File: config.mk
export PLATFORM = sky130hd
export DESIGN_NAME = branch_update_unit
export DESIGN_NICKNAME = d
export VERILOG_FILES = /design/src/rtl/branch_update_unit.sv
export SDC_FILE = /design/constraint.sdc
export NUM_CORES = 1
export LEC_CHECK = 0
export CORE_UTILIZATION = 32
export CTS_BUF_LIST = sky130_fd_sc_hd__clkbuf_8
export DETAILED_ROUTE_END_ITERATION = 10
export PLACE_DENSITY = 0.62
export SLEW_MARGIN = 0
export SYNTH_ARGS = -nofsm -noshare
export SYNTH_HDL_FRONTEND = slang
export SYNTH_SLANG_ARGS = --single-unit
File: constraint.sdc
create_clock -name clk -period 3.7 [get_ports clk]
set_clock_uncertainty 0.1 [all_clocks]
set_input_delay 0.74 -clock clk [delete_from_list [all_inputs] [get_ports clk]]
set_output_delay 0.74 -clock clk [all_outputs]
set_load 0.05 [all_outputs]
File: src/rtl/branch_update_unit.sv
`default_nettype none
// +----------------------------------------------------------------------------+
// | branch_update_unit                                                         |
// | Queues resolved conditional branches from retire and replays them in       |
// | order as predictor training updates; flags mispredicts with a one-cycle    |
// | pulse. Define BRANCH_STATS_EN to add saturating branch/mispredict counters.|
// | Revision: 1.0                                                              |
// +----------------------------------------------------------------------------+
module branch_update_unit #(
  parameter int DEPTH     = 4,
  parameter int PHT_IDX_W = 7,
  parameter int BHT_IDX_W = 4
) (
  input  logic                 clk,
  input  logic                 resetn,
  input  logic                 ret_valid,
  output logic                 ret_ready,
  input  logic [PHT_IDX_W-1:0] ret_pht_index,
  input  logic [BHT_IDX_W-1:0] ret_bht_index,
  input  logic                 ret_pred_taken,
  input  logic                 ret_actual_taken,
  output logic                 upd_valid,
  input  logic                 upd_ready,
  output logic [PHT_IDX_W-1:0] upd_pht_index,
  output logic [BHT_IDX_W-1:0] upd_bht_index,
  output logic                 upd_taken,
`ifdef BRANCH_STATS_EN
  output logic [31:0]          stat_branches,
  output logic [31:0]          stat_mispredicts,
`endif
  output logic                 mispredict
);

  localparam int PTR_W = (DEPTH > 1) ? $clog2(DEPTH) : 1;
  localparam int CNT_W = $clog2(DEPTH + 1);
  localparam logic [CNT_W-1:0] C_FULL = CNT_W'(DEPTH);

  logic [PHT_IDX_W-1:0] r_pht_mem [DEPTH];
  logic [BHT_IDX_W-1:0] r_bht_mem [DEPTH];
  logic                 r_tkn_mem [DEPTH];

  logic [PTR_W-1:0] r_wr_ptr;
  logic [PTR_W-1:0] r_rd_ptr;
  logic [CNT_W-1:0] r_count;
  logic             r_mispredict;

  logic w_push;
  logic w_pop;
  logic w_mispred;

  // Handshakes are gated by resetn so nothing is offered or taken while held in reset.
  assign ret_ready = resetn && (r_count != C_FULL);
  assign upd_valid = resetn && (r_count != '0);
  assign w_push    = ret_valid && ret_ready;
  assign w_pop     = upd_valid && upd_ready;
  assign w_mispred = w_push && (ret_pred_taken != ret_actual_taken);

  assign upd_pht_index = upd_valid ? r_pht_mem[r_rd_ptr] : '0;
  assign upd_bht_index = upd_valid ? r_bht_mem[r_rd_ptr] : '0;
  assign upd_taken     = upd_valid ? r_tkn_mem[r_rd_ptr] : 1'b0;
  assign mispredict    = r_mispredict;

  always_ff @(posedge clk) begin
    if (w_push) begin
      r_pht_mem[r_wr_ptr] <= ret_pht_index;
      r_bht_mem[r_wr_ptr] <= ret_bht_index;
      r_tkn_mem[r_wr_ptr] <= ret_actual_taken;
    end
  end

  always_ff @(posedge clk) begin
    if (!resetn) begin
      r_wr_ptr     <= '0;
      r_rd_ptr     <= '0;
      r_count      <= '0;
      r_mispredict <= 1'b0;
    end else begin
      r_mispredict <= w_mispred;
      if (w_push) r_wr_ptr <= r_wr_ptr + PTR_W'(1);
      if (w_pop)  r_rd_ptr <= r_rd_ptr + PTR_W'(1);
      case ({w_push, w_pop})
        2'b10:   r_count <= r_count + CNT_W'(1);
        2'b01:   r_count <= r_count - CNT_W'(1);
        default: r_count <= r_count;
      endcase
    end
  end

`ifdef BRANCH_STATS_EN
  logic [31:0] r_stat_branches;
  logic [31:0] r_stat_mispredicts;

  always_ff @(posedge clk) begin
    if (!resetn) begin
      r_stat_branches    <= '0;
      r_stat_mispredicts <= '0;
    end else begin
      if (w_push && (r_stat_branches != 32'hFFFF_FFFF))
        r_stat_branches <= r_stat_branches + 32'd1;
      if (w_mispred && (r_stat_mispredicts != 32'hFFFF_FFFF))
        r_stat_mispredicts <= r_stat_mispredicts + 32'd1;
    end
  end

  assign stat_branches    = r_stat_branches;
  assign stat_mispredicts = r_stat_mispredicts;
`endif

endmodule
`default_nettype wire

==> flow_summary.ini <==
[outcome]
status = finished clean

[sta]
finalMaxSlewViolations = 0
period_share_pct = 78.94
worstMarginPinSlew_ns = 0.6764
relSlewSlack_pct = 54.91
fmax_mhz = 342.4
period_needed_ns = 2.921
finalSetupViolCount = 0
finalSetupTns_ns = 0
final_hold_viol_count = 0
rsz0062_at_grt = false

[global_route]
grt_max_degree = 22
grt-ovfl-total = 0
grt_pass1_wl_mm = 6.548
antenna_found_initial = 0
grt_pass1_vias = 1355
grt_usage_pct = 12.13

[route]
firstDrtPassIters = 4
drcViolationCount = 0
num_vias = 1268
wl_per_cell_um = 15.56
postRouteAntennaNets = 0
drt-total-wl_mm = 4.278
viasPerCell = 4.611
drt_iter0_drc = 53

[yosys]
synthFlopType = edfxtp_1
synth_area_mm2 = 0.002349
synth_top_area_share_pct = 61.37
async_flop_share_pct = 0
synth-seq-cells = 58
synthCells = 134
yosysTopAreaCell = edfxtp_1
avgSynthCellArea_um2 = 17.53
synth.most_common_cell = edfxtp_1
yosysWarnings = 0
synth-compound-area-share_pct = 1.971
synth_cell_type_count = 23
synth_common_cells = 48 x edfxtp_1, 13 x and3_1, 10 x and2_1, 10 x dfxtp_1, 10 x mux4_2
syn_nets = 157
muxShareOfSynthArea_pct = 12.68
synth_edf_count = 48
synthAdderAreaFrac_pct = 3.516
synth_top_family_by_area = multiplexers
synth_area_leaders = edfxtp_1 61%, mux4_2 9.6%, dfxtp_1 8.5%, and3_1 3.5%, and2_1 2.7%
synth_xor_area_share_pct = 1.865
synthSimpleGateAreaFrac_pct = 7.619
seq_area_frac_synth_pct = 69.90

[worst_setup_path]
worstPathRequired_ns = 2.86
critPathKind = register to primary output
cp_max_fo = 7
startpoint_type = register
cp-end-kind = primary output
r2r_slack_ns = 1.14
cp.arrival_ns = 2.08

[floorplanning]
ios = 32
dieArea_mm2 = 0.007686
rows = 30
die_w_um = 87.67
die_y_um = 87.67
start_util_pct = 33.82
core_mm2 = 0.006944

[cells_and_area]
final_layout_size_suffix_gt1_share_pct = 22.35
final_cell_area_mm2 = 0.002960
final_cell_count_no_fill = 275
nets = 197
diodes = 0
areaGrowthSynthToFinish_pct = 26.05

[clocking]
root_buffer = clkbuf_8
clkSinkCount = 58
ctsHoldBuffers = 0
insertion_delay_ns = 0.32
ctsLongestPathBuffers = 2
h-tree-depth = 3
post_cts_buffers = 0
cts-resized-gates = 0
path_clk_slew_ns = 0.06
cts_tree = yes
cts_buffers = 9

[power]
leakage_nw = 1.075
vdd_drop_max_mv = 0.1754
power_density_mw_per_mm2 = 539.1

[place]
place_area_mm2 = 0.002751
hpwlAfterDp_mm = 2.755
placed_cells = 259
globalplace.congestion = 0.7414
io_buffers = 31

[flow_run]
maxCapViolations = 0

[min_path]
holdCritPathClass = register to register
-- registers in the layout (all words and copies together) (netlist names), named ones only --
register and count:
r_tkn_mem 4, mispredict 1, r_wr_ptr 2, r_rd_ptr 2
r_pht_mem 28, r_count 3, r_bht_mem 16
-- per-layer routing --
metal	global-route usage [%]	vias to the layer above	part of all wire (%)
met5	0	-	0
met4	5.812	0	1.8
met3	4.524	6	3.9
met2	21.38	26	53
met1	12.84	645	41
li1	-	591	-
-- worst paths after layout --
| kind | start | to | cells after the start |
|---|---|---|---|
| worst max register to register | r_count[0]$_SDFFE_PN0P_ | r_count[2]$_SDFFE_PN0P_ | 8 |
| worst min-delay path | r_wr_ptr[1]$_SDFFE_PN0P_ | r_wr_ptr[1]$_SDFFE_PN0P_ | 2 |
| worst min register to register | r_wr_ptr[1]$_SDFFE_PN0P_ | r_wr_ptr[1]$_SDFFE_PN0P_ | 2 |
| worst max-delay path | register | upd_bht_index[2] | 4 |
-- power by group --
group | total [mW] | switching (mW) | leakage (nW) | internal [mW]
Combinational | 0.227 | 0.128 | 0.448 | 0.0987
Sequential | 0.760 | 0.0220 | 0.518 | 0.738
Clock | 0.609 | 0.237 | 0.109 | 0.372
-- final cells by class --
class | count | area [µm²]
clock buffers | 9 | 123.9
clock inverters | 7 | 85.08
fillers | 611 | 3984
inverters | 8 | 30.03
multi-input cells | 63 | 649.4
flip-flops and latches | 58 | 1642
well taps | 96 | 120.1
repair buffers | 34 | 310.3
-- cells in the final DEF (no fill, tap or decap) --
cell type        Yosys  final
buf_12               0      1
clkinv_2             0      1
dfxtp_1             10     10
and3_1              13     13
nor2_1               1      1
a21boi_0             2      2
o31ai_1              1      1
buf_4                0     16
nand2_1              5      5
inv_1                8      9
clkbuf_8             0      9
o21ai_0              2      2
ha_1                 5      5
mux2i_1              2      2
clkdlybuf4s50_1      0     17
mux4_1               2      2
xor2_1               2      2
mux4_2              10     10
clkinv_1             0      2
xnor2_1              3      3
or3_1                2      2
fa_1                 1      1
a21oi_1              1      1
o311ai_0             1      1
and2_1              10     10
clkinv_4             0      1
bufinv_16            0      2
edfxtp_1            48     48
-- worst max-delay path, stage by stage (launching register included) --
cell and delay [ns]:
dfxtp_1 0.58, buf_4 0.27, mux4_2 0.50, and3_1 0.21
buf_4 0.19
-- stage by stage --
stage	worst slack (ns)	utilization (%)	hold slack [ns]	power [mW]
floorplan	0.9809	-	0.3677	0.9227
global placement	0.6800	39.62	0.3815	0.9941
detailed placement	0.5515	39.62	0.4017	1.004
CTS	0.6962	42.63	0.4270	1.615
global route	0.6277	42.63	0.4459	1.660
finish	0.7794	42.63	0.4181	1.596
-- cells by family (layout without fill, tap and decap cells) --
group | after synthesis | in the layout
buffers and inverters | 13 | 58
muxes | 14 | 14
AOI/OAI and AO/OA | 7 | 7
xor gates and xnor gates | 5 | 5
and+or+nand+nor | 31 | 31
DFF | 58 | 58
adders and majority gates | 6 | 6
No activity file was read; power rests on OpenSTA's default activity.
